[src/rtl/if_stage_pkg.sv]
// ============================================================================
// Module   : if_stage_pkg
// Brief    : Shared constants, fetch FSM encoding and queue entry type for IF.
// Revision : 1.0 - initial release
// ============================================================================
`default_nettype none

package if_stage_pkg;

    localparam logic [31:0] c_nop      = 32'h0000_0013;
    localparam logic [31:0] c_reset_pc = 32'h0000_0000;

    typedef enum logic [0:0] {
        FETCH = 1'b0,
        DROP  = 1'b1
    } fetch_state_t;

    typedef struct packed {
        logic [31:0] pc;
        logic [31:0] inst;
    } fq_entry_t;

    function automatic logic [31:0] word_align(input logic [31:0] addr);
        return {addr[31:2], 2'b00};
    endfunction

endpackage

`default_nettype wire

[src/rtl/if_stage_if.sv]
// ============================================================================
// Module   : if_stage_if
// Brief    : Instruction-memory, decode and redirect signals of the IF stage.
// Revision : 1.0 - initial release
// ============================================================================
`default_nettype none

interface if_stage_if;

    logic        imem_req;
    logic [31:0] imem_addr;
    logic        imem_ack;
    logic [31:0] imem_rdata;
    logic        stall_ID;
    logic        br_taken_EX;
    logic [31:0] br_target_EX;
    logic [31:0] IR_IF;
    logic [31:0] PC_IF;
    logic [31:0] PC4_IF;
    logic        valid_IF;

    modport master (
        output imem_req, imem_addr, IR_IF, PC_IF, PC4_IF, valid_IF,
        input  imem_ack, imem_rdata, stall_ID, br_taken_EX, br_target_EX
    );

    modport slave (
        input  imem_req, imem_addr, IR_IF, PC_IF, PC4_IF, valid_IF,
        output imem_ack, imem_rdata, stall_ID, br_taken_EX, br_target_EX
    );

endinterface

`default_nettype wire

[src/rtl/if_stage_fetch_queue.sv]
// ============================================================================
// Module   : if_stage_fetch_queue
// Brief    : Synchronous FIFO of {pc, inst}; flush wins over push and pop.
// Revision : 1.0 - initial release
// ============================================================================
`default_nettype none

module if_stage_fetch_queue #(
    parameter int WIDTH = 64,
    parameter int DEPTH = 2
) (
    input  wire logic                     clk,
    input  wire logic                     rst,
    input  wire logic                     push,
    input  wire logic                     pop,
    input  wire logic                     flush,
    input  wire logic [WIDTH-1:0]         wdata,
    output logic                          full,
    output logic                          empty,
    output logic [$clog2(DEPTH):0]        count,
    output logic [WIDTH-1:0]              head
);

    localparam int c_aw = $clog2(DEPTH);

    logic [WIDTH-1:0] r_mem [DEPTH];
    logic [c_aw-1:0]  r_wr_ptr;
    logic [c_aw-1:0]  r_rd_ptr;
    logic [c_aw:0]    r_count;
    logic             w_do_push;
    logic             w_do_pop;

    assign full      = (r_count == (c_aw+1)'(DEPTH));
    assign empty     = (r_count == '0);
    assign count     = r_count;
    assign head      = r_mem[r_rd_ptr];
    assign w_do_push = push & ~full;
    assign w_do_pop  = pop & ~empty;

    always_ff @(posedge clk) begin
        if (rst || flush) begin
            r_wr_ptr <= '0;
            r_rd_ptr <= '0;
            r_count  <= '0;
        end else begin
            if (w_do_push) r_wr_ptr <= r_wr_ptr + 1'b1;
            if (w_do_pop)  r_rd_ptr <= r_rd_ptr + 1'b1;
            case ({w_do_push, w_do_pop})
                2'b10:   r_count <= r_count + 1'b1;
                2'b01:   r_count <= r_count - 1'b1;
                default: r_count <= r_count;
            endcase
        end
    end

    // Storage carries no reset; stale slots are never visible because of count.
    always_ff @(posedge clk) begin
        if (!rst && !flush && w_do_push) r_mem[r_wr_ptr] <= wdata;
    end

endmodule

`default_nettype wire

[src/rtl/if_stage.sv]
// ============================================================================
// Module   : if_stage
// Brief    : RV32I fetch stage: PC, req/ack imem fetch, fetch queue, redirects.
// Revision : 1.0 - initial release
// ============================================================================
`default_nettype none

module if_stage
    import if_stage_pkg::*;
#(
    parameter logic [31:0] RESET_PC = c_reset_pc,
    parameter int          FQ_DEPTH = 2
) (
    input  wire logic     clk,
    input  wire logic     rst,
    if_stage_if.master    bus
);

    localparam int c_cw = $clog2(FQ_DEPTH) + 1;

    fetch_state_t      r_state;
    logic [31:0]       r_fetch_pc;
    logic [31:0]       r_drop_addr;
    logic              w_req;
    logic              w_xfer;
    logic              w_push;
    logic              w_pop;
    logic              w_full;
    logic              w_empty;
    logic [c_cw-1:0]   w_count;
    fq_entry_t         w_head;
    fq_entry_t         w_wentry;
    logic [31:0]       w_pc_out;

    // DROP keeps the squashed request alive so the handshake stays stable until ack.
    assign w_req  = ~rst & ((r_state == DROP) | (w_count < c_cw'(FQ_DEPTH)));
    assign w_xfer = w_req & bus.imem_ack;
    assign w_push = w_xfer & (r_state == FETCH) & ~bus.br_taken_EX & ~w_full;
    assign w_pop  = ~w_empty & ~bus.stall_ID;

    assign w_wentry = '{pc: r_fetch_pc, inst: bus.imem_rdata};

    if_stage_fetch_queue #(
        .WIDTH (64),
        .DEPTH (FQ_DEPTH)
    ) u_fetch_queue (
        .clk   (clk),
        .rst   (rst),
        .push  (w_push),
        .pop   (w_pop),
        .flush (bus.br_taken_EX),
        .wdata (w_wentry),
        .full  (w_full),
        .empty (w_empty),
        .count (w_count),
        .head  (w_head)
    );

    always_ff @(posedge clk) begin
        if (rst) begin
            r_state     <= FETCH;
            r_fetch_pc  <= RESET_PC;
            r_drop_addr <= RESET_PC;
        end else if (bus.br_taken_EX) begin
            r_fetch_pc <= word_align(bus.br_target_EX);
            if (r_state == FETCH && w_req && !bus.imem_ack) begin
                r_state     <= DROP;
                r_drop_addr <= r_fetch_pc;
            end else if (r_state == DROP && bus.imem_ack) begin
                r_state <= FETCH;
            end
        end else if (r_state == DROP) begin
            if (bus.imem_ack) r_state <= FETCH;
        end else if (w_push) begin
            r_fetch_pc <= r_fetch_pc + 32'd4;
        end
    end

    assign w_pc_out      = w_empty ? 32'h0 : w_head.pc;
    assign bus.imem_req  = w_req;
    assign bus.imem_addr = rst ? RESET_PC :
                           (r_state == DROP) ? r_drop_addr : r_fetch_pc;
    assign bus.valid_IF  = ~w_empty;
    assign bus.IR_IF     = w_empty ? c_nop : w_head.inst;
    assign bus.PC_IF     = w_pc_out;
    assign bus.PC4_IF    = w_pc_out + 32'd4;

endmodule

`default_nettype wire

[src/flat_wrapper.sv]
// flat-port wrapper written by rule: the top's interface ports become plain ports
module if_stage_flat import if_stage_pkg::*;
#(
    parameter logic [31:0] RESET_PC = c_reset_pc,
    parameter int          FQ_DEPTH = 2
)
  (clk, rst, bus_imem_req, bus_imem_addr, bus_IR_IF, bus_PC_IF, bus_PC4_IF, bus_valid_IF, bus_imem_ack, bus_imem_rdata, bus_stall_ID, bus_br_taken_EX, bus_br_target_EX);
  if_stage_if bus_i ();
  input  wire logic clk;
  input  wire logic rst;
  output wire logic [$bits(bus_i.imem_req)-1:0] bus_imem_req;
  output wire logic [$bits(bus_i.imem_addr)-1:0] bus_imem_addr;
  output wire logic [$bits(bus_i.IR_IF)-1:0] bus_IR_IF;
  output wire logic [$bits(bus_i.PC_IF)-1:0] bus_PC_IF;
  output wire logic [$bits(bus_i.PC4_IF)-1:0] bus_PC4_IF;
  output wire logic [$bits(bus_i.valid_IF)-1:0] bus_valid_IF;
  input wire logic [$bits(bus_i.imem_ack)-1:0] bus_imem_ack;
  input wire logic [$bits(bus_i.imem_rdata)-1:0] bus_imem_rdata;
  input wire logic [$bits(bus_i.stall_ID)-1:0] bus_stall_ID;
  input wire logic [$bits(bus_i.br_taken_EX)-1:0] bus_br_taken_EX;
  input wire logic [$bits(bus_i.br_target_EX)-1:0] bus_br_target_EX;
  assign bus_imem_req = bus_i.imem_req;
  assign bus_imem_addr = bus_i.imem_addr;
  assign bus_IR_IF = bus_i.IR_IF;
  assign bus_PC_IF = bus_i.PC_IF;
  assign bus_PC4_IF = bus_i.PC4_IF;
  assign bus_valid_IF = bus_i.valid_IF;
  assign bus_i.imem_ack = bus_imem_ack;
  assign bus_i.imem_rdata = bus_imem_rdata;
  assign bus_i.stall_ID = bus_stall_ID;
  assign bus_i.br_taken_EX = bus_br_taken_EX;
  assign bus_i.br_target_EX = bus_br_target_EX;
  if_stage #(.RESET_PC(RESET_PC), .FQ_DEPTH(FQ_DEPTH)) u_core (.clk(clk), .rst(rst), .bus(bus_i));
endmodule
[config.mk]
export PLATFORM = sky130hd
export DESIGN_NAME = if_stage_flat
export DESIGN_NICKNAME = d
export VERILOG_FILES = /design/src/rtl/if_stage_pkg.sv /design/src/rtl/if_stage_if.sv /design/src/rtl/if_stage_fetch_queue.sv /design/src/rtl/if_stage.sv /design/src/flat_wrapper.sv
export SDC_FILE = /design/constraint.sdc
export NUM_CORES = 1
export LEC_CHECK = 0
export BUFFER_PORTS_ARGS = -buffer_cell sky130_fd_sc_hd__buf_4
export CORE_UTILIZATION = 49
export DETAILED_ROUTE_END_ITERATION = 7
export HOLD_SLACK_MARGIN = 0.15
export PLACE_DENSITY = 0.84
export SLEW_MARGIN = 5
export SYNTH_ARGS = -nofsm -noshare
export SYNTH_HDL_FRONTEND = slang
export SYNTH_SLANG_ARGS = --single-unit
[constraint.sdc]
create_clock -name clk -period 4.78 [get_ports clk]
set_input_delay 0 -clock clk [delete_from_list [all_inputs] [get_ports clk]]
set_output_delay 0 -clock clk [all_outputs]
set_load 0.05 [all_outputs]
== Yosys cells after proc, flatten, opt, wreduce, memory -nomap -nowiden ==
Memory sizes are Yosys's and may differ from the RTL's. A register that Yosys moved wholly into a read port is not among the register bits.
Cells that the tools add are included.
Cells by class
  add/subtract/negate cells: 6
  magnitude comparators: 1
  eq/ne operators: 5
  mux-type cells: 17
  bitwise gates (word level): 15
  reductions and logical operators: 16
Operator list (count)
  32-bit 2-to-1 mux: 7
  32-bit by 3-bit adder with 32-bit output, second input constant: 2
  1-bit 2-to-1 mux: 9
  1-bit bitwise AND: 8
  1-bit NOT: 6
  2-bit AND reduction: 3
  1-bit logical AND: 5
  2-bit == test, second input constant: 2
  2-bit case mux with 2 select lines: 1
  2-bit nonzero test: 2
  1-bit logical NOT: 3
  3-bit by 1-bit inequality test with 1-bit output, second input constant: 1
  1-bit adder, second input constant: 2
  2-bit by 1-bit adder with 2-bit output, second input constant: 1
  2-bit by 1-bit == test with 1-bit output, second input constant: 1
  2-bit logical NOT: 1
  2-bit less-than comparator, second input constant: 1
  2-bit inequality test, second input constant: 1
  2-bit OR reduction: 1
  2-bit by 1-bit subtractor with 2-bit output, second input constant: 1
  1-bit logical OR: 1
  1-bit OR: 1
Storage, ports and cells
  register bits: 69
  bits in writable memories: 128
  bits of input ports: 69
  memories kept: 1
Memory list
  u_core.u_fetch_queue.r_mem: words 2, width 64, read ports 1, clocked after memory_dff 1, wr ports 1, line if_stage_fetch_queue.sv:26  | logic [WIDTH-1:0] r_mem [DEPTH];

== Logic depth before layout (Yosys ltp) ==
Gate-level depths: netlist (run 1).
  depth after elaboration: 11
  depth in mapped cells: 12

== By module ==
A second synthesis (run 1) with hierarchy kept.
Second synthesis, totals
  cell total of the unflattened synthesis: 836
  area total of the unflattened synthesis: 9248.9 um2
Modules (own cells, without submodules)
  if_stage_fetch_queue: instances 1, cells each 227, area each 4833.4 um2
  if_stage: instances 1, cells each 609, area each 4415.5 um2

== Worst setup path before layout (run 1) ==
OpenSTA, ideal clock, no wires.
  path kind: reg-to-reg
  start: reg u_core.r_state
  end: mem u_core.u_fetch_queue.r_mem[0][0] (enable)
  data arrival time: 4.059 ns
  data required time: 4.298 ns
  path slack: 0.239 ns
  stages on the path, launching flop included: 9
  path buffers: 4
  path through: dfxtp_1 -> buf_2 -> or3b_1 -> buf_2 -> nor3_4 -> inv_2 -> buf_6 -> clkbuf_1 -> nor2_1
Between the ends
  longest elaborated chain between the ends: 10
Ends and longest elaborated chain
  start, declared: line if_stage.sv:21  | fetch_state_t r_state;
  start signal, assigned: line if_stage.sv:61  | r_state <= FETCH;
  start signal, assigned: line if_stage.sv:67  | r_state <= DROP;
  start signal, assigned: line if_stage.sv:70  | r_state <= FETCH;
  1-bit OR: line if_stage.sv:36  | assign w_req = ~rst & ((r_state == DROP) | (w_count < c_cw'(FQ_DEPTH)));
  1-bit bitwise AND: line if_stage.sv:36
  1-bit bitwise AND: line if_stage.sv:37  | assign w_xfer = w_req & bus.imem_ack;
  1-bit bitwise AND * (3 in series): line if_stage.sv:38  | assign w_push = w_xfer & (r_state == FETCH) & ~bus.br_taken_EX & ~w_full;
  1-bit bitwise AND *: line if_stage_fetch_queue.sv:37  | assign w_do_push = push & ~full;
  1-bit logical AND *: line if_stage_fetch_queue.sv:58  | if (!rst && !flush && w_do_push) r_mem[r_wr_ptr] <= wdata;
  1-bit 2-to-1 mux *: line if_stage_fetch_queue.sv:58
  1-bit 2-to-1 mux (implied by the code) *: line if_stage_fetch_queue.sv:58
  end, declared: line if_stage_fetch_queue.sv:26
Every way passes the cells marked *; elsewhere a longest branch is shown, timed or not.

==> results of run 1 <==
registers in the layout, indices dropped and copies added, names as in the netlist, named ones only:
register and cells:
u_core.u_fetch_queue.r_mem 124, u_core.u_fetch_queue.r_rd_ptr 1, u_core.r_state 1, u_core.u_fetch_queue.count 2, u_core.r_fetch_pc 30, u_core.r_drop_addr 30
u_core.u_fetch_queue.r_wr_ptr 1
routing by layer:
metal	GRT usage, %	vias to the layer above	share of wire [%]
li1	-	3505	-
met1	33.2	3503	41
met2	42.6	352	48
met3	5.41	24	9.4
met4	8.15	0	1.3
met5	0	-	0
how the worst min path moves through the flow:
stage,from,endpoint,slack (ps),depth (start not counted)
2_1_floorplan,bus_imem_ack,u_core.r_state$_SDFFE_PP0P_,80,1
3_3_place_gp,bus_imem_rdata[31],u_core.u_fetch_queue.r_mem[1][31]$_DFFE_PP_,180,1
3_5_place_dp,bus_imem_rdata[1],u_core.u_fetch_queue.r_mem[0][1]$_DFFE_PP_,190,1
4_1_cts,rst,u_core.r_fetch_pc[14]$_SDFFE_PP0P_,250,5
5_1_grt,bus_imem_ack,u_core.r_state$_SDFFE_PP0P_,290,3
6_report,bus_imem_rdata[3],u_core.u_fetch_queue.r_mem[0][3]$_DFFE_PP_,290,2
worst max-delay path, delay by kind of cell (launching register included):
family | cells | cell delay, ps
XOR/XNOR | 1 | 190
buffers and inverters | 3 | 960
flip-flops | 1 | 830
multiplexers | 1 | 220
AND/OR/NAND/NOR | 3 | 1120
power groups by stage:
stage          sequential, mW  combinational (mW)  clock [mW]
3_3_place_gp             1.88               0.336           0
6_report                 1.85               0.409        1.50
2_1_floorplan            1.85               0.239           0
4_1_cts                  1.85               0.405        1.52
5_1_grt                  1.85               0.435        1.58
3_5_place_dp             1.88               0.341           0
cells in the final DEF (no fill, tap or decap), drive strengths merged, types with 26 or more instances in the layout:
cell / n
a21oi: 49
buf: 197
dfxtp: 66
dlygate4sd3: 94
edfxtp: 124
mux2i: 91
nand2: 101
nand3: 26
nand4: 27
nor2: 114
nor3: 27
Yosys cell counts, drive strengths merged (2+ instances only):
master / count
edfxtp: 124
nor2: 114
nand2: 101
mux2i: 91
dfxtp: 66
a21oi: 49
buf: 35
nand4: 27
nor3: 27
clkbuf: 26
nand3: 26
xor2: 24
xnor2: 16
nor4: 12
a211oi: 10
a31oi: 10
o21ai: 10
inv: 9
nand3b: 8
mux2: 6
o311ai: 5
a22oi: 4
and3: 3
and4: 3
ha: 3
o211ai: 3
or3: 3
or4: 3
and2: 2
nand2b: 2
nor3b: 2
per-stage QoR:
step	setup slack (ps)	power (mW)
after floorplan	239	2.09
after global routing	773	3.87
after detailed placement	1440	2.22
after global placement	1460	2.22
final	980	3.76
after CTS	995	3.77
cell families after synthesis:
logic type	count (synthesis)	share of synthesized area [%]
fa+ha+maj	3	0.422
buf+inv	70	3.63
simple gates	339	17.8
xor+xnor	40	3.94
flops	190	56.8
compound gates	94	6.38
mux	97	11.0
other cells	1	0.0422
layout make-up:
type | instances | area share, %
sequential | 190 | 42.1
timing repair buffer | 291 | 20.3
multi-input combinational | 579 | 29.7
clock inverter | 14 | 1.70
tap | 225 | 2.35
inverter | 9 | 0.282
clock buffer | 17 | 3.55
what timing repair did:
action	in CTS	in global routing
endpoints found under the hold margin	107	0
hold buffers	94	0
resized for setup	0	0
setup buffers	0	0
==> results.md, run 1 <==
- Outcome: finished, final reports clean
- Number of antenna violations at the first check in global routing: 0
- Routed via count: 7384
- Cell occurring most often along the worst timing path: sky130_fd_sc_hd__buf_4
- Number of DRC violations after detailed routing: 0
- Capture point of the critical path: bus_PC4_IF[20]
- Leakage Power: roughly 4.4 nW
- Arrival @ worst endpoint: approximately 3800 ps
- Half-perimeter wire length after placement: around 15000 um
- Total power density per cell area: 314 nW/um2
- Longest individual stage delay on the worst path: between 800 and 900 ps
- Peak clock frequency supported by timing: 263 MHz
- Global-route wire length before repair: between 30000 and 40000 um
- Number of endpoints failing setup at the final stage: 0
- Cell-by-cell listing of the critical path: buf_4 -> mux2i_1 -> nor4b_1 -> buf_4 -> nand4_1 -> nor4_1 -> xor2_1 -> buf_4
- Destination of the worst register-to-register timing path: u_core.r_fetch_pc[31]$_SDFFE_PP0P_
- Final wirelength: around 23000 um
- Most used flip-flop cell after synthesis: sky130_fd_sc_hd__edfxtp_1
- Final hold slack: around 290 ps
- Count of antenna-violating nets left after detailed routing: 0
- DR WL/cell: 17.6 um
- Worst min-delay path category: in -> reg
- Horizontal die dimension: about 140 um
- Cell count after synthesis: approximately 830
- Total area of multi-input combinational cells: about 3600 um2
- Number of I/O port buffers: 190
- VDD IR max: 0.287 mV
- Unrepaired setup endpoints after global routing: false
- Yosys reg bits: 190
- Switching Fraction: roughly 24%
- Period utilisation layout: between 70% and 80%
- Number of synthesized flops with an enable pin: between 100 and 150
- Clock buffer count from CTS: 17
- Router iterations before antenna repair: 5
- Share of final-layout standard cells stronger than drive strength 1: between 20% and 30%
- Source-to-sink clock delay at the later pin of the worst-skew pair: 440 ps
- Final estimated routing congestion in global placement: about 0.83
- Reg-to-reg setup timing slack: 1400 ps
- Starting density of the core: around half
- Critical R2R Launch: u_core.r_state$_SDFFE_PP0P_
- Number of maximum-capacitance constraint violations: 0
- Clock buffer depth: 2
- Vias per inst: about 5.6
- Final min period: roughly 3800 ps
- Register area share after synthesis: about 57%
- Post-synthesis instance area: ~8900 um2
- Combined global-route utilization of all metal layers: 25.6%
- Net switching power of the design: a little over 0.9 mW
- TritonCTS Sinks: 190
- Placed Cells: 1200
- TNS Setup: 0 ps
- Slew Viols, Final: 0
- Vert. Die Dim: 137 um
- Part of the total power dissipated in the clock network: 39.9%
- Cell type with the largest total area after synthesis: sky130_fd_sc_hd__edfxtp_1
- Syn Area/Cell: roughly 11 um2
- Layout Area Growth over Synthesis: 34.9%
- Number of nets in the layout: between 1000 and 1500
- Standard cell core area: between 15000 and 20000 um2
- Post-route cell area: about 12000 um2
- Post-Place Cell Area: approximately 10000 um2
- Row Count: between 40 and 50
- Final-layout fill cell count: around 1200
- Transition time of the tightest slew-check pin: around 1100 ps
- Sequential Area: approximately 5000 um2
- Top cells by area in the synthesized netlist: sky130_fd_sc_hd__edfxtp_1 (42%), sky130_fd_sc_hd__dfxtp_1 (15%), sky130_fd_sc_hd__mux2i_1 (10%)
- Aggregate global routing overflow: 0
- Sequential group share of total power: about half
- Number of global-route vias before repair: 6935
- Post-synth ARST share: 0%
- Data required time of the critical path: around 4800 ps
- Worst setup path class: reg -> out
- Clock Tree Root: sky130_fd_sc_hd__clkbuf_16
- Count of boundary I/O pins: 199
- Proportion of netlist area held by the largest area contributor: 41.9%
- Final core area utilization: about 69%
- Number of failing hold endpoints at the final stage: 0
- Pin count of the biggest net entering global routing: roughly 110
- FF-to-FF path depth: 6
- Final Instance Count excl. Fillers: ~1300
- Number of distinct library cells after synthesis: 50
- CTS tree: built
- Area of the die: between 15000 and 20000 um2
- Synth Warn #: 0
- Number of antenna repair diodes: 0
- Critical Path Fanout Max: between 40 and 50
- Layout Skew: approximately 11 ps
- Initial DRC Count: ~660
- Nature of the critical path endpoint: output port
- Cell with the biggest individual delay on the critical path: sky130_fd_sc_hd__dfxtp_4
- Setup crit start kind: flop
- Portion of total power attributed to combinational logic: between 10% and 20%
- Clock transition at path regs: ~70 ps
- Internal power summed over all cells: 2.84 mW
- Remaining max-slew budget at the tightest pin: between 20% and 30%
- CTS H-tree lvls: 4
(Power assumes the default switching activity.)
==> inputs of run 2 (changes only) <==
--- a/config.mk
+++ b/config.mk
@@ -6,10 +6,10 @@
 export NUM_CORES = 1
 export LEC_CHECK = 0
 export BUFFER_PORTS_ARGS = -buffer_cell sky130_fd_sc_hd__buf_4
-export CORE_UTILIZATION = 49
+export CORE_UTILIZATION = 54
 export DETAILED_ROUTE_END_ITERATION = 7
 export HOLD_SLACK_MARGIN = 0.15
-export PLACE_DENSITY = 0.84
+export PLACE_DENSITY = 0.88
 export SLEW_MARGIN = 5
 export SYNTH_ARGS = -nofsm -noshare
 export SYNTH_HDL_FRONTEND = slang
==> constraint.sdc (replaced) <==
create_clock -name clk -period 3.7 [get_ports clk]
set_input_delay 0 -clock clk [delete_from_list [all_inputs] [get_ports clk]]
set_output_delay 0 -clock clk [all_outputs]
set_load 0.05 [all_outputs]
==> results.md, run 2 (synthesis gave the netlist of run 1 again) <==
- Router iterations before antenna repair: 5 (unchanged)
- Final estimated routing congestion in global placement: 0.849 (was 0.826)
- Slew Viols, Final: 0 (unchanged)
- Total power of the final layout: 4.77 mW (was 3.76 mW)
- Source-to-sink clock delay at the later pin of the worst-skew pair: 440 ps (about the same)
- Remaining max-slew budget at the tightest pin: 33.2% (was 24.9%)
- Layout Skew: 8.70 ps (was 11.2 ps)
- Share of final-layout standard cells stronger than drive strength 1: 24.5% (was 22.6%)
- Transition time of the tightest slew-check pin: 1000 ps (was 1120 ps)
- Final min period: roughly 3500 ps
- Final-layout fill cell count: 986 (was 1210)
- Leakage Power: 4.33 nW (was 4.38 nW)
- Post-cts sizing count: 0 (unchanged)
- Half-perimeter wire length after placement: 15200 um (was 15300 um)
- Critical Path Fanout Max: 24 (was 46)
- Number of nets in the layout: 1156 (was 1160)
- Number of endpoints failing setup at the final stage: 0 (unchanged)
- Starting density of the core: 55.5% (was 50.8%)
- Routed via count: 7693 (was 7384)
- Count of boundary I/O pins: 199 (unchanged)
- Row Count: 46 (was 48)
- Most used cells in the layout excluding fill and tap cells: sky130_fd_sc_hd__buf_4 (199), sky130_fd_sc_hd__edfxtp_1 (124), sky130_fd_sc_hd__nor2_1 (110) (was sky130_fd_sc_hd__buf_4 (196), sky130_fd_sc_hd__edfxtp_1 (124), sky130_fd_sc_hd__nor2_1 (111))
- Unrepaired setup endpoints after global routing: false (unchanged)
- Number of stages on the worst hold path: 2 (unchanged)
- Data required time of the critical path: 3700 ps (was 4780 ps)
- Clock Tree Root: sky130_fd_sc_hd__clkbuf_16 (unchanged)
- Horizontal die dimension: 130 um (was 137 um)
- Largest registers: u_core.u_fetch_queue.r_mem (124), u_core.r_drop_addr (30), u_core.r_fetch_pc (30) (unchanged)
- Worst setup path class: reg -> out (unchanged)
- Total power density per cell area: 398 nW/um2 (was 314 nW/um2)
- Number of maximum-capacitance constraint violations: 0 (unchanged)
- TritonCTS Sinks: 190 (unchanged)
- Number of I/O port buffers: 190 (unchanged)
- Pin count of the biggest net entering global routing: 106 (was 105)
- Clock buffer depth: 2 (unchanged)
- Vias per inst: 5.86 (was 5.57)
- VDD IR max: 0.368 mV (was 0.287 mV)
- Nature of the critical path endpoint: output port (unchanged)
- Number of failing hold endpoints at the final stage: 0 (unchanged)
- Period utilisation layout: a little over nine tenths
- Aggregate global routing overflow: 0 (unchanged)
- DR WL/cell: 19.4 um (was 17.6 um)
- Number of antenna violations at the first check in global routing: 0 (unchanged)
- TNS Setup: 0 ps (unchanged)
- Clock transition at path regs: 70 ps (about the same)
- Peak clock frequency supported by timing: 285 MHz
- CTS tree: built (unchanged)
- Leading cell type in the layout, fill and taps excluded: sky130_fd_sc_hd__buf_4 (unchanged)
- Worst min-delay path category: in -> reg (unchanged)
- Arrival @ worst endpoint: 3510 ps (was 3800 ps)
- Layout Area Growth over Synthesis: 35.1% (was 34.9%)
- Count of antenna-violating nets left after detailed routing: 0 (unchanged)
- Number of DRC violations after detailed routing: 0 (unchanged)
- Vert. Die Dim: 130 um (was 137 um)
- Global-route wire length before repair: 38100 um (was 36100 um)
- Number of global-route vias before repair: 7260 (was 6935)
- Final wirelength: 25500 um (was 23400 um)
- CTS H-tree lvls: 4 (unchanged)
- Clock buffer count from CTS: 17 (unchanged)
- Outcome: finished, final reports clean (unchanged)
- Standard cell core area: 16000 um2 (was 17500 um2)
- Combined global-route utilization of all metal layers: 30.0% (was 25.6%)
- Initial DRC Count: 875 (was 657)
- Setup crit start kind: flop (unchanged)
- FF-to-FF path depth: 7 (was 6)
- Number of antenna repair diodes: 0 (unchanged)
- Max reg flops: 124 (unchanged)
- Largest reg by FF count: u_core.u_fetch_queue.r_mem (unchanged)
- Area of the die: 17000 um2 (was 18700 um2)
[run 2: cell type report]
class	count	area, um2	area share, %
multi-input combinational	579	3640	30.3
sequential	190	5050	42.1
inverter	9	41.3	0.344
clock inverter	14	170	1.42
tap	216	270	2.25
clock buffer	17	425	3.54
timing repair buffer	287	2400	20.0
[run 2: per-stage QoR]
step	util, %	std cells	worst slack (ps)	hold WS [ps]	area, um2
after floorplan	-	839	78.3	75.8	9000
after global placement	66.0	1196	952	185	10600
after detailed placement	66.0	1196	885	188	10600
after CTS	75.0	1312	377	189	12000
after global routing	75.0	1312	43.4	244	12000
final	75.0	1312	187	211	12000
[run 2: final timing paths]
check	from	end	slack, ps
worst min register to register	u_core.r_drop_addr[27]$_SDFFE_PP0P_	u_core.r_drop_addr[27]$_SDFFE_PP0P_	450
worst min-delay path	rst	u_core.r_fetch_pc[4]$_SDFFE_PP0P_	210
worst max-delay path	u_core.u_fetch_queue.count[1]$_SDFFE_PP0P_	bus_PC4_IF[18]	190
worst max register to register	u_core.u_fetch_queue.count[1]$_SDFFE_PP0P_	u_core.r_fetch_pc[7]$_SDFFE_PP0P_	800
[run 2: per-layer routing]
metal	global-route usage, %	share of wire [%]	vias to the layer above
met5	0	0	-
met4	13.1	2.6	0
met3	6.31	9.4	57
met2	52.8	50	435
met1	35.5	38	3707
li1	-	-	3494
[run 2: what timing repair did]
| item | in CTS | in global routing |
|---|---|---|
| setup buffers | 0 | 0 |
| hold buffers | 85 | 0 |
| hold endpoints to repair | 100 | 0 |
[run 2: power breakdown]
part / internal, mW / leakage, nW / switching [mW] / total (mW)
sequential: 2.31 / 1.66 / 0.0664 / 2.38
combinational: 0.216 / 2.38 / 0.329 / 0.545
clock: 1.06 / 0.289 / 0.788 / 1.85
total: 3.59 / 4.33 / 1.18 / 4.77
[run 2: worst max-delay path: stages, from the launching register on]
cell and delay (ps):
sky130_fd_sc_hd__dfxtp_1 540, sky130_fd_sc_hd__nor2_4 210, sky130_fd_sc_hd__clkinvlp_4 190, sky130_fd_sc_hd__nand2_2 100, sky130_fd_sc_hd__clkinvlp_4 90, sky130_fd_sc_hd__ha_1 250, sky130_fd_sc_hd__nor4b_2 530, sky130_fd_sc_hd__nand4_1 340
sky130_fd_sc_hd__nor4_1 470, sky130_fd_sc_hd__xor2_2 160, sky130_fd_sc_hd__buf_4 200
==> inputs of run 3 (changes only) <==
--- a/config.mk
+++ b/config.mk
@@ -9,7 +9,7 @@
 export CORE_UTILIZATION = 54
 export DETAILED_ROUTE_END_ITERATION = 7
 export HOLD_SLACK_MARGIN = 0.15
-export PLACE_DENSITY = 0.88
+export PLACE_DENSITY = 0.89
 export SLEW_MARGIN = 5
 export SYNTH_ARGS = -nofsm -noshare
 export SYNTH_HDL_FRONTEND = slang
==> results.md, run 3 (synthesis gave the netlist of run 1 again) <==
- Arrival @ worst endpoint: 3380 ps (was 3510 ps)
- Worst setup path class: reg -> out (unchanged)
- Transition time of the tightest slew-check pin: 1090 ps (was 1000 ps)
- Largest registers: u_core.u_fetch_queue.r_mem (124), u_core.r_drop_addr (30), u_core.r_fetch_pc (30) (unchanged)
- Most used cells in the layout excluding fill and tap cells: sky130_fd_sc_hd__buf_4 (200), sky130_fd_sc_hd__edfxtp_1 (124), sky130_fd_sc_hd__nor2_1 (110) (was sky130_fd_sc_hd__buf_4 (199), sky130_fd_sc_hd__edfxtp_1 (124), sky130_fd_sc_hd__nor2_1 (110))
- Nature of the critical path endpoint: output port (unchanged)
- Post-route cell area: 12000 um2 (about the same)
- Router iterations before antenna repair: 8 (was 5)
- Area of the die: 17000 um2 (unchanged)
- CTS tree: built (unchanged)
- CTS H-tree lvls: 4 (unchanged)
- Global-route wire length before repair: 38800 um (was 38100 um)
- Horizontal die dimension: 130 um (unchanged)
- Post-cts sizing count: 0 (unchanged)
- Slew Viols, Final: 0 (unchanged)
- Standard cell core area: 16000 um2 (unchanged)
- Max reg flops: 124 (unchanged)
- Number of stages on the worst hold path: 2 (unchanged)
- Buffers inserted during post-CTS setup optimization: 0 (unchanged)
- Initial DRC Count: 950 (was 875)
- Setup crit start kind: flop (unchanged)
- Number of nets in the layout: 1165 (was 1156)
- Post-layout worst setup margin: 319 ps (was 187 ps)
- Leading cell type in the layout, fill and taps excluded: sky130_fd_sc_hd__buf_4 (unchanged)
- Total power density per cell area: 387 nW/um2 (was 398 nW/um2)
- DR WL/cell: 19.5 um (was 19.4 um)
- Failing checks: design-rule violations
- Reg-to-reg setup timing slack: 690 ps (was 800 ps)
- Number of I/O port buffers: 190 (unchanged)
- Number of antenna repair diodes: 0 (unchanged)
- Final wirelength: 25800 um (was 25500 um)
- TNS Setup: 0 ps (unchanged)
- Row Count: 46 (unchanged)
- Clock Tree Root: sky130_fd_sc_hd__clkbuf_16 (unchanged)
- Clock buffer depth: 2 (unchanged)
- Number of endpoints failing setup at the final stage: 0 (unchanged)
- Final-layout fill cell count: 975 (was 986)
- Hold path startpoint: bus_imem_rdata[7] (was rst)
- Post-cts hold buffer count: 93 (was 85)
- Critical R2R Launch: u_core.r_fetch_pc[2]$_SDFFE_PP0P_ (was u_core.u_fetch_queue.count[1]$_SDFFE_PP0P_)
- Destination of the worst register-to-register timing path: u_core.r_fetch_pc[30]$_SDFFE_PP0P_ (was u_core.r_fetch_pc[7]$_SDFFE_PP0P_)
- Routed via count: 7730 (was 7693)
- Final estimated routing congestion in global placement: 0.825 (was 0.849)
- VDD IR max: 0.365 mV (was 0.368 mV)
- Half-perimeter wire length after placement: 15200 um (about the same)
- Count of boundary I/O pins: 199 (unchanged)
- Remaining max-slew budget at the tightest pin: 27.7% (was 33.2%)
- Unrepaired setup endpoints after global routing: false (unchanged)
- Final hold slack: 281 ps (was 211 ps)
- Source-to-sink clock delay at the later pin of the worst-skew pair: 450 ps (was 440 ps)
- TritonCTS Sinks: 190 (unchanged)
- Number of antenna violations at the first check in global routing: 0 (unchanged)
- Count of antenna-violating nets left after detailed routing: 0 (unchanged)
- Layout Area Growth over Synthesis: 35.6% (was 35.1%)
- Outcome: complete, but fails checks (was finished, final reports clean)
- Starting density of the core: 55.5% (unchanged)
- FF-to-FF path depth: 7 (unchanged)
- Total area of multi-input combinational cells: 3640 um2 (unchanged)
- Layout Skew: 11.9 ps (was 8.70 ps)
- Sequential Area: 5050 um2 (unchanged)
- Largest reg by FF count: u_core.u_fetch_queue.r_mem (unchanged)
- Peak clock frequency supported by timing: 296 MHz (was 285 MHz)
- Clock buffer count from CTS: 17 (unchanged)
- Post-Place Cell Area: 10600 um2 (about the same)
- Number of maximum-capacitance constraint violations: 0 (unchanged)
- Number of failing hold endpoints at the final stage: 0 (unchanged)
- Clock transition at path regs: 80 ps (was 70 ps)
- Aggregate global routing overflow: 0 (unchanged)
- Vias per inst: 5.85 (was 5.86)
- Pin count of the biggest net entering global routing: 86 (was 106)
- Post-placement worst setup slack: 897 ps (was 885 ps)
- Hold path endpoint: u_core.u_fetch_queue.r_mem[1][7]$_DFFE_PP_ (was u_core.r_fetch_pc[4]$_SDFFE_PP0P_)
- Combined global-route utilization of all metal layers: 30.7% (was 30.0%)
- Data required time of the critical path: 3700 ps (about the same)
- Number of global-route vias before repair: 7333 (was 7260)
- Leakage Power: 4.36 nW (was 4.33 nW)
- Number of DRC violations after detailed routing: 2 (was 0)
- Worst min-delay path category: in -> reg (unchanged)
- Share of final-layout standard cells stronger than drive strength 1: 24.4% (was 24.5%)
- Final min period: 3380 ps (was 3510 ps)
- Critical Path Fanout Max: 58 (was 24)
- Total power of the final layout: 4.66 mW (was 4.77 mW)
- Period utilisation layout: 91.4% (was 95.0%)
- Vert. Die Dim: 130 um (unchanged)
## run 3: worst max path at each step
stage | slack (ps) | cells after the start | end | from
floorplan | 80 | 12 | bus_PC4_IF[16] | flop
global placement | 970 | 10 | bus_PC4_IF[16] | u_core.u_fetch_queue.count[1]$_SDFFE_PP0P_
detailed placement | 900 | 10 | bus_PC4_IF[16] | u_core.u_fetch_queue.count[1]$_SDFFE_PP0P_
CTS | 400 | 10 | bus_PC4_IF[16] | u_core.u_fetch_queue.count[1]$_SDFFE_PP0P_
global route | 170 | 10 | bus_PC4_IF[18] | u_core.u_fetch_queue.count[1]$_SDFFE_PP0P_
finish | 320 | 7 | bus_PC4_IF[15] | u_core.u_fetch_queue.count[1]$_SDFFE_PP0P_
## run 3: cell type report
| class | count | area share (%) |
|---|---|---|
| clock buffers | 17 | 3.53 |
| well taps | 216 | 2.24 |
| repair buffers | 296 | 20.7 |
| multi-input cells | 579 | 30.2 |
| flip-flops and latches | 190 | 41.9 |
| clock inverters | 15 | 1.05 |
| inverters | 9 | 0.343 |
## run 3: worst max-delay path, cell delays in order, from the launching register on
cell and delay, ps:
sky130_fd_sc_hd__dfxtp_1 540, sky130_fd_sc_hd__nor2_4 180, sky130_fd_sc_hd__buf_4 370, sky130_fd_sc_hd__nor2_1 520
sky130_fd_sc_hd__nand4_2 400, sky130_fd_sc_hd__nor4_1 390, sky130_fd_sc_hd__xor2_1 270, sky130_fd_sc_hd__buf_4 250
## run 3: stage by stage
step,cells,util [%]
2_1_floorplan,839,-
3_3_place_gp,1197,66.0
3_5_place_dp,1197,66.0
4_1_cts,1322,75.3
5_1_grt,1322,75.3
6_report,1322,75.3
## run 3: power breakdown
group / total (mW) / internal (mW) / switching, mW
Sequential: 2.38 / 2.31 / 0.0669
Clock: 1.72 / 0.879 / 0.845
Combinational: 0.556 / 0.224 / 0.331
Total: 4.66 / 3.42 / 1.24
## run 3: metal layers
layer	GRT usage (%)	vias up	part of all wire, %
li1	-	3503	-
met2	54.3	478	50
met5	0	-	0
met1	36.5	3688	37
met3	6.07	61	10
met4	12.9	0	3.0
